[config.mk]
export PLATFORM = sky130hd
export DESIGN_NAME = truth_table_sweeper_flat
export DESIGN_NICKNAME = d
export VERILOG_FILES = /design/src/rtl/truth_table_sweeper_if.sv /design/src/rtl/truth_table_sweeper.sv /design/src/flat_wrapper.sv
export SDC_FILE = /design/constraint.sdc
export NUM_CORES = 1
export LEC_CHECK = 0
export ABC_AREA = 1
export BUFFER_PORTS_ARGS = -buffer_cell sky130_fd_sc_hd__buf_4
export CELL_PAD_IN_SITES_DETAIL_PLACEMENT = 1
export CELL_PAD_IN_SITES_GLOBAL_PLACEMENT = 1
export CORE_UTILIZATION = 44
export CTS_CLUSTER_DIAMETER = 150
export DETAILED_ROUTE_END_ITERATION = 7
export GPL_TIMING_DRIVEN = 0
export PLACE_DENSITY = 0.88
export SLEW_MARGIN = 20
export SYNTH_ARGS = -nofsm -noshare
export SYNTH_HDL_FRONTEND = slang
export SYNTH_SLANG_ARGS = --single-unit
[constraint.sdc]
create_clock -name clk -period 2.1 [get_ports clk]
set_input_delay 0.42 -clock clk [delete_from_list [all_inputs] [get_ports clk]]
set_output_delay 0.42 -clock clk [all_outputs]
set_load 0.1 [all_outputs]
[src/rtl/truth_table_sweeper_if.sv]
// Signal bundle between the sweeper and whatever drives/observes it:
// the control inputs, the function-under-test output, the generated
// stimulus and the result fields.
interface truth_table_sweeper_if;
    logic        start;
    logic        abort;
    logic        x_in;
    logic        a;
    logic        b;
    logic        c;
    logic        d;
    logic        busy;
    logic        done;
    logic        pass;
    logic [15:0] table_out;
    logic [4:0]  err_count;
    logic [3:0]  first_err_idx;
    logic        first_err_valid;

    // Controller / board side: issues commands and supplies x_in.
    modport master (
        output start, abort, x_in,
        input  a, b, c, d, busy, done, pass,
        input  table_out, err_count, first_err_idx, first_err_valid
    );

    // Sweeper side.
    modport slave (
        input  start, abort, x_in,
        output a, b, c, d, busy, done, pass,
        output table_out, err_count, first_err_idx, first_err_valid
    );
endinterface

[src/rtl/truth_table_sweeper.sv]
// Truth-table sweeper: walks a 4-input function block through all 16
// input combinations, samples its output after a settle time, and
// compares the measured table against EXPECTED.
module truth_table_sweeper #(
    parameter int          SETTLE_CYC = 2,
    parameter logic [15:0] EXPECTED   = 16'h0000
) (
    input  logic                 clk,
    input  logic                 rst_n,
    truth_table_sweeper_if.slave bus
);

    typedef enum logic [1:0] {IDLE, SETTLE, SAMPLE, DONE} state_t;

    localparam logic [3:0] SETTLE_LOAD = 4'(SETTLE_CYC - 1);

    state_t      state, state_n;
    logic [3:0]  idx, idx_n;
    logic [3:0]  cnt, cnt_n;
    logic [3:0]  stim, stim_n;
    logic        busy, busy_n;
    logic        done, done_n;
    logic        pass, pass_n;
    logic [15:0] table_r, table_n;
    logic [4:0]  err, err_n;
    logic [3:0]  first_idx, first_idx_n;
    logic        first_valid, first_valid_n;
    logic        mismatch;

    // Every output is a register, so the comb block computes the next
    // value of the whole register set and this block just latches it.
    always_ff @(posedge clk or negedge rst_n) begin
        if (!rst_n) begin
            state       <= IDLE;
            idx         <= '0;
            cnt         <= '0;
            stim        <= '0;
            busy        <= 1'b0;
            done        <= 1'b0;
            pass        <= 1'b0;
            table_r     <= '0;
            err         <= '0;
            first_idx   <= '0;
            first_valid <= 1'b0;
        end else begin
            state       <= state_n;
            idx         <= idx_n;
            cnt         <= cnt_n;
            stim        <= stim_n;
            busy        <= busy_n;
            done        <= done_n;
            pass        <= pass_n;
            table_r     <= table_n;
            err         <= err_n;
            first_idx   <= first_idx_n;
            first_valid <= first_valid_n;
        end
    end

    // Next-state logic. Abort beats sampling; pass is decided on the edge
    // into DONE from the error count that already includes index 15.
    always_comb begin
        state_n       = state;
        idx_n         = idx;
        cnt_n         = cnt;
        stim_n        = stim;
        busy_n        = busy;
        done_n        = 1'b0;
        pass_n        = pass;
        table_n       = table_r;
        err_n         = err;
        first_idx_n   = first_idx;
        first_valid_n = first_valid;
        mismatch      = 1'b0;

        case (state)
            IDLE: begin
                if (bus.start) begin
                    idx_n         = '0;
                    table_n       = '0;
                    err_n         = '0;
                    first_idx_n   = '0;
                    first_valid_n = 1'b0;
                    pass_n        = 1'b0;
                    cnt_n         = SETTLE_LOAD;
                    stim_n        = '0;
                    busy_n        = 1'b1;
                    state_n       = SETTLE;
                end
            end
            SETTLE: begin
                if (bus.abort) begin
                    state_n = IDLE;
                    stim_n  = '0;
                    busy_n  = 1'b0;
                    pass_n  = 1'b0;
                end else if (cnt == 4'd0) begin
                    state_n = SAMPLE;
                end else begin
                    cnt_n = cnt - 4'd1;
                end
            end
            SAMPLE: begin
                if (bus.abort) begin
                    state_n = IDLE;
                    stim_n  = '0;
                    busy_n  = 1'b0;
                    pass_n  = 1'b0;
                end else begin
                    table_n[idx] = bus.x_in;
                    mismatch     = (bus.x_in != EXPECTED[idx]);
                    err_n        = err + 5'(mismatch);
                    if (mismatch && !first_valid) begin
                        first_idx_n   = idx;
                        first_valid_n = 1'b1;
                    end
                    if (idx == 4'd15) begin
                        state_n = DONE;
                        stim_n  = '0;
                        busy_n  = 1'b0;
                        done_n  = 1'b1;
                        pass_n  = (err_n == 5'd0);
                    end else begin
                        idx_n   = idx + 4'd1;
                        stim_n  = idx + 4'd1;
                        cnt_n   = SETTLE_LOAD;
                        state_n = SETTLE;
                    end
                end
            end
            DONE: begin
                state_n = IDLE;
            end
            default: begin
                state_n = IDLE;
            end
        endcase
    end

    assign bus.a               = stim[3];
    assign bus.b               = stim[2];
    assign bus.c               = stim[1];
    assign bus.d               = stim[0];
    assign bus.busy            = busy;
    assign bus.done            = done;
    assign bus.pass            = pass;
    assign bus.table_out       = table_r;
    assign bus.err_count       = err;
    assign bus.first_err_idx   = first_idx;
    assign bus.first_err_valid = first_valid;

endmodule
[src/flat_wrapper.sv]
// flat-port wrapper written by rule: the top's interface ports become plain ports
module truth_table_sweeper_flat 
#(
    parameter int          SETTLE_CYC = 2,
    parameter logic [15:0] EXPECTED   = 16'h0000
)
  (clk, rst_n, bus_start, bus_abort, bus_x_in, bus_a, bus_b, bus_c, bus_d, bus_busy, bus_done, bus_pass, bus_table_out, bus_err_count, bus_first_err_idx, bus_first_err_valid);
  truth_table_sweeper_if bus_i ();
  input  logic clk;
  input  logic rst_n;
  input wire logic [$bits(bus_i.start)-1:0] bus_start;
  input wire logic [$bits(bus_i.abort)-1:0] bus_abort;
  input wire logic [$bits(bus_i.x_in)-1:0] bus_x_in;
  output wire logic [$bits(bus_i.a)-1:0] bus_a;
  output wire logic [$bits(bus_i.b)-1:0] bus_b;
  output wire logic [$bits(bus_i.c)-1:0] bus_c;
  output wire logic [$bits(bus_i.d)-1:0] bus_d;
  output wire logic [$bits(bus_i.busy)-1:0] bus_busy;
  output wire logic [$bits(bus_i.done)-1:0] bus_done;
  output wire logic [$bits(bus_i.pass)-1:0] bus_pass;
  output wire logic [$bits(bus_i.table_out)-1:0] bus_table_out;
  output wire logic [$bits(bus_i.err_count)-1:0] bus_err_count;
  output wire logic [$bits(bus_i.first_err_idx)-1:0] bus_first_err_idx;
  output wire logic [$bits(bus_i.first_err_valid)-1:0] bus_first_err_valid;
  assign bus_i.start = bus_start;
  assign bus_i.abort = bus_abort;
  assign bus_i.x_in = bus_x_in;
  assign bus_a = bus_i.a;
  assign bus_b = bus_i.b;
  assign bus_c = bus_i.c;
  assign bus_d = bus_i.d;
  assign bus_busy = bus_i.busy;
  assign bus_done = bus_i.done;
  assign bus_pass = bus_i.pass;
  assign bus_table_out = bus_i.table_out;
  assign bus_err_count = bus_i.err_count;
  assign bus_first_err_idx = bus_i.first_err_idx;
  assign bus_first_err_valid = bus_i.first_err_valid;
  truth_table_sweeper #(.SETTLE_CYC(SETTLE_CYC), .EXPECTED(EXPECTED)) u_core (.clk(clk), .rst_n(rst_n), .bus(bus_i));
endmodule
* Word-level counts from Yosys, hierarchy flattened *
Memories as Yosys holds them, arrays and structs flattened.
Index checks and enable logic that the tools add are counted.

operators by class
  multipliers = 0
  mux-type cells = 48
  shifts and indexed selects = 0
  $add $sub $neg = 3
  divide/modulo/power cells = 0
  equal/unequal tests = 14
  bitwise logic cells = 0
  magnitude comparators = 2
  reductions and logical operators = 15

operator list
  kind                                                                          number
  4-bit 2-to-1 mux                                                              13
  16-bit 2-to-1 mux                                                             2
  16-bit one-hot mux with 2 select lines                                        1
  4-bit one-hot mux with 3 select lines                                         2
  16-bit bitwise mux                                                            1
  4-bit one-hot mux with 2 select lines                                         2
  1-bit 2-to-1 mux                                                              14
  2-bit != test, second input constant                                          6
  4-bit AND reduction                                                           3
  2-bit 2-to-1 mux                                                              5
  5-bit 2-to-1 mux                                                              2
  5-bit one-hot mux with 2 select lines                                         1
  2-bit one-hot mux with 4 select lines                                         1
  3-bit by 2-bit != test with 1-bit output, second input constant               2
  1-bit one-hot mux with 3 select lines                                         2
  3-bit AND reduction                                                           2
  6-bit AND reduction                                                           1
  5-bit by 1-bit adder with 5-bit output                                        1
  5-bit zero test                                                               1
  4-bit by 5-bit less-than comparator with 1-bit output, second input constant  1
  4-bit by 1-bit adder with 4-bit output, second input constant                 1
  1-bit demux with 4-bit select                                                 1
  2-bit == test, second input constant                                          2
  4-bit == test, second input constant                                          1
  13 further kinds                                                              14

word-level totals
  bits in writable memories = 0
  ROM bits = 16
  latch bits = 0
  bits of input ports = 5
  memories = 1
  output and inout port bits = 33
  flip-flop bits (word level) = 43
  word-level logic and storage cells = 94

memories
  name              depth  width  read ports  clocked after memory_dff  write ports  line                        RTL
  (name not given)  16     1      1           0                         0            truth_table_sweeper.sv:111  mismatch = (bus.x_in != EXPECTED[idx]);

* Logic depth before layout (Yosys ltp) *
  word-level depth = 8
  gate-level depth with buffers = 11

* Worst setup path before layout *
No wires, ideal clock.

  kind = flip-flop to flip-flop
  from = register u_core.err[0] (netlist: u_core.bus.err_count[0])
  to = register u_core.pass (netlist: u_core.bus.pass)
  buffers on the path = 0
  data required time = 2032 ps
  setup slack = 131 ps
  arrival = 1902 ps
  library setup time = 68 ps
  period minus slack after synthesis = 1969 ps
  stages on the path, launching flop included = 9
  path through = dfrtp_1 > ha_1 > ha_1 > nand2_1 > o21ai_0 > nand2_1 > inv_1 > nand3_1 > nand2_1

between the ends
  cells in the longest elaborated chain, start to end = 5

RTL lines
  item                                    line                        RTL
  from (decl)                             truth_table_sweeper.sv:25   logic [4:0] err, err_n;
  from (signal assigned)                  truth_table_sweeper.sv:54   err <= err_n;
  5-bit by 1-bit adder with 5-bit output  truth_table_sweeper.sv:112  err_n = err + 5'(mismatch);
  5-bit zero test                         truth_table_sweeper.sv:122  pass_n = (err_n == 5'd0);
  1-bit 2-to-1 mux                        truth_table_sweeper.sv:117  if (idx == 4'd15) begin
  1-bit 2-to-1 mux                        truth_table_sweeper.sv:104  if (bus.abort) begin
  1-bit one-hot mux with 3 select lines   truth_table_sweeper.sv:76   case (state)
  to (signal assigned)                    truth_table_sweeper.sv:52   pass <= pass_n;
  to (decl)                               truth_table_sweeper.sv:23   logic pass, pass_n;

No other way between the ends. The select of a mux whose other input is x is not followed.
A chain may end at the register's enable or synchronous reset.

* Final worst setup path *
  from = register u_core.state[0]
  to = register u_core.first_valid (netlist: u_core.bus.first_err_valid)

between the ends
  cells in the longest elaborated chain, start to end = 3
  elaborated cells between the ends (all ways) = 8
  classes of those cells = eq/ne: 4; mux: 1; reduce/logical: 3

RTL lines
  item                                                                        line                       RTL
  from (decl)                                                                 truth_table_sweeper.sv:17  state_t state, state_n;
  from (signal assigned)                                                      truth_table_sweeper.sv:46  state <= state_n;
  2-bit == test / 2-bit zero test (equally long branches)                     truth_table_sweeper.sv:76
  2-bit by 1-bit != test with 1-bit output (no line) (tied with other cells)  n/a
  4-bit AND reduction (no line)                                               n/a
  to (signal assigned)                                                        truth_table_sweeper.sv:56  first_valid <= first_valid_n;
  to (decl)                                                                   truth_table_sweeper.sv:27  logic first_valid, first_valid_n;

Parallel ways exist; a longest one is shown, timed or not.

==> metrics.md <==
| Metric | Value |
|---|---|
| RSZ-0062 raised after global routing | no |
| CP startpoint | u_core.state[0]$_DFFE_PN0P_ |
| Die area | around 5800 sq um |
| Cell Pwr Density | roughly 1100 nW/um^2 |
| Setup TNS | 0 ps |
| Largest net degree at the start of global routing | 44 |
| Final wirelength | 5.97 mm |
| Reg2reg end | u_core.bus.first_err_valid$_DFFE_PN0P_ |
| Avg Cell Area, Syn | between 7 and 8 sq um |
| Post-synth EDFFs | 0 |
| Worst-Skew Late Latency | 290 ps |
| Initial antenna violation count | 0 |
| Die H | 76.0 um |
| R2R cell count | 7 |
| CTS tree | built |
| CP max FO | 10 |
| CP peak stage delay | around 400 ps |
| Register area share after synthesis | between 40% and 50% |
| Ys Warns | 0 |
| Critical Path Start Type | flop |
| Worst slew pin tran | 555 ps |
| Drt pass-1 iters | 4 |
| CP most frequent cell | nand2_1 |
| # DRC | 0 |
| CP bufs+invs | 2 |
| Most frequent cells after synthesis | nand2_1 (114), dfrtp_1 (43), inv_1 (36), o21ai_0 (28), nand3_1 (21) |
| Layout cells sized above 1 | ~17% |
| Slew Viols, Final | 0 |
| Crit share post-route | 82.5% |
| Synthesized flop and latch total | 43 |
| Placer Congestion | 0.768 |
| Synth area leader | dfrtp_1 |
| Final core occ | 55.2% |
| Reg2reg start | u_core.state[0]$_DFFE_PN0P_ |
| Rows | 26 |
| Fmax | just under 600 MHz |
| Setup ws final | around 370 ps |
| Top cells by area, synth | dfrtp_1 (45%), nand2_1 (18%), ha_1 (6.2%) |
| IO Pins | 38 |
| Worst slew margin | 63.0% |
| DP Worst Slack | approximately 400 ps |
| Clk buf depth | 2 |
| GRT Overall Usage | 22.7% |
| Clk slew on worst S/H paths | 80 ps |
| Vias in the first global route | 2,269 |
| # nets final | 375 |
| Synthesized area | 2410 sq um |
| Hold Crit Class | in -> async |
| Syn Nets | 331 |
| Skew final | 7.08 ps |
| Cts bufs inserted | 5 |
| Die W | 76.0 um |
| # resized after CTS | 0 |
| Minimum clock period | 1730 ps |
| I/O Buffers | 37 |
| Wire length of the first global-routing pass | 10.5 mm |
| Area Growth Syn to Fin | 18.6% |
| CTS Sinks | 43 |
| WP data arrival | about 1900 ps |
| Max cap viols | 0 |
| Avg Vias per Cell | 5.04 |
| Most common cell in the netlist | nand2_1 |
| Hold buffers post-CTS | 0 |
| Root buf cell | clkbuf_8 |
| Gr ovfl total | 0 |
| Antenna fix cells | 0 |
| ANT nets after route | 0 |
| WS Path Type | reg -> reg |
| Setup slack, reg-to-reg | around 370 ps |
| Setup Fix Bufs, Post-CTS | 0 |
| Post-synth ARST share | 100% |
| CP max-delay cell | dfrtp_1 |
| Vias | 2,162 |
| Required @ worst endpoint | 2270 ps |
| Final Hold Fails | 0 |
| Outcome | finished clean |
| Main flop type after synthesis | dfrtp_1 |
| Starting density of the core | 46.5% |
| Static leakage | 0.00161 uW |
| Cells after synthesis | about 310 |
| Critical Path Sink Type | flop |
| DR iter-0 viols | 95 |
| Family with the most delay on the worst path | simple AND/OR/NAND/NOR gates |
| Placeable Area | around 5200 sq um |
| Synth cell types | 27 |
| CTS H-tree lvls | 2 |
| Top cell type's share of synthesized area | 44.7% |
| Final HPWL from detailed placement | 4.53 mm |
| Routed WL per cell | 13.9 um |
| Critical-path cell list | inv_1 -> ha_1 -> nand2_1 -> nand2_2 -> buf_6 -> o21ai_0 -> nand2_1 |
| Peak VDD IR | 0.393 mV |
| # setup viols final | 0 |
-- through the flow --
stage | hold WS, ps | instance area, sq um | power [uW] | std cells
floorplan | 124 | 2410 | 2130 | 314
global placement | 450 | 2770 | 2440 | 421
detailed placement | 457 | 2770 | 2510 | 421
CTS | 139 | 2850 | 3040 | 429
global route | 167 | 2850 | 3220 | 429
finish | 119 | 2850 | 3000 | 429
-- cells in the final DEF (no fill, tap or decap), drive strengths merged --
cell type    n
ha          12
nand3b       1
clkinv       2
o22ai        1
dfrtp       43
xor2         2
o21ai       33
a21oi        2
nand4       11
inv         39
nor2        20
xnor2        1
clkbuf       8
buf         44
nand3       22
nand2      118
-- how the worst max path moves through the flow --
stage / slack (ps) / cells after the start / endpoint
after detailed placement: 410 / 7 / u_core.bus.first_err_valid$_DFFE_PN0P_
after CTS: 390 / 7 / u_core.bus.first_err_valid$_DFFE_PN0P_
after global routing: 220 / 7 / u_core.bus.table_out[2]$_DFFE_PN0P_
final: 370 / 7 / u_core.bus.first_err_valid$_DFFE_PN0P_
after floorplan: 130 / 8 / u_core.bus.pass$_DFFE_PN0P_
after global placement: 450 / 9 / u_core.bus.table_out[10]$_DFFE_PN0P_
-- sequential cells by signal, indices dropped and copies added (netlist names) --
signal                      count
u_core.bus.first_err_idx        4
u_core.bus.first_err_valid      1
u_core.state                    2
u_core.stim                     4
u_core.cnt                      4
u_core.bus.err_count            5
u_core.bus.table_out           16
u_core.bus.done                 1
u_core.idx                      4
u_core.bus.pass                 1
u_core.bus.busy                 1
-- layout make-up --
| cell class | instances | area [sq um] |
|---|---|---|
| Fill cell | 662 | 2320 |
| Multi-Input combinational cell | 223 | 1110 |
| Sequential cell | 43 | 1080 |
| Timing Repair Buffer | 37 | 278 |
| Inverter | 40 | 153 |
| Tap cell | 70 | 87.6 |
| Clock buffer | 7 | 76.3 |
| Buffer | 8 | 66.3 |
| Clock inverter | 1 | 5.00 |
-- metal layers --
| layer | track usage [%] | up-vias | share of wire, % | wire [um] |
|---|---|---|---|---|
| li1 | - | 1080 | - | - |
| met1 | 28.9 | 1037 | 48 | 2850 |
| met2 | 39.6 | 35 | 48 | 2880 |
| met3 | 3.01 | 10 | 2.6 | 153 |
| met4 | 7.31 | 0 | 1.5 | 91 |
| met5 | 0 | - | 0 | 0 |
-- report_power, final --
part / internal, uW / total, uW / switching (uW)
logic: 423 / 1490 / 1060
registers: 924 / 1000 / 80.1
clock network: 234 / 515 / 281
-- kinds of logic after synthesis --
logic type	Yosys count	share of synthesized area, %
AOI/OAI and AO/OA	36	7.69
xor gates and xnor gates	3	1.09
adders and majority gates	12	6.24
buffers and inverters	48	9.10
DFF	43	44.7
and+or+nand+nor	172	31.2
(Power assumes the default switching activity.)
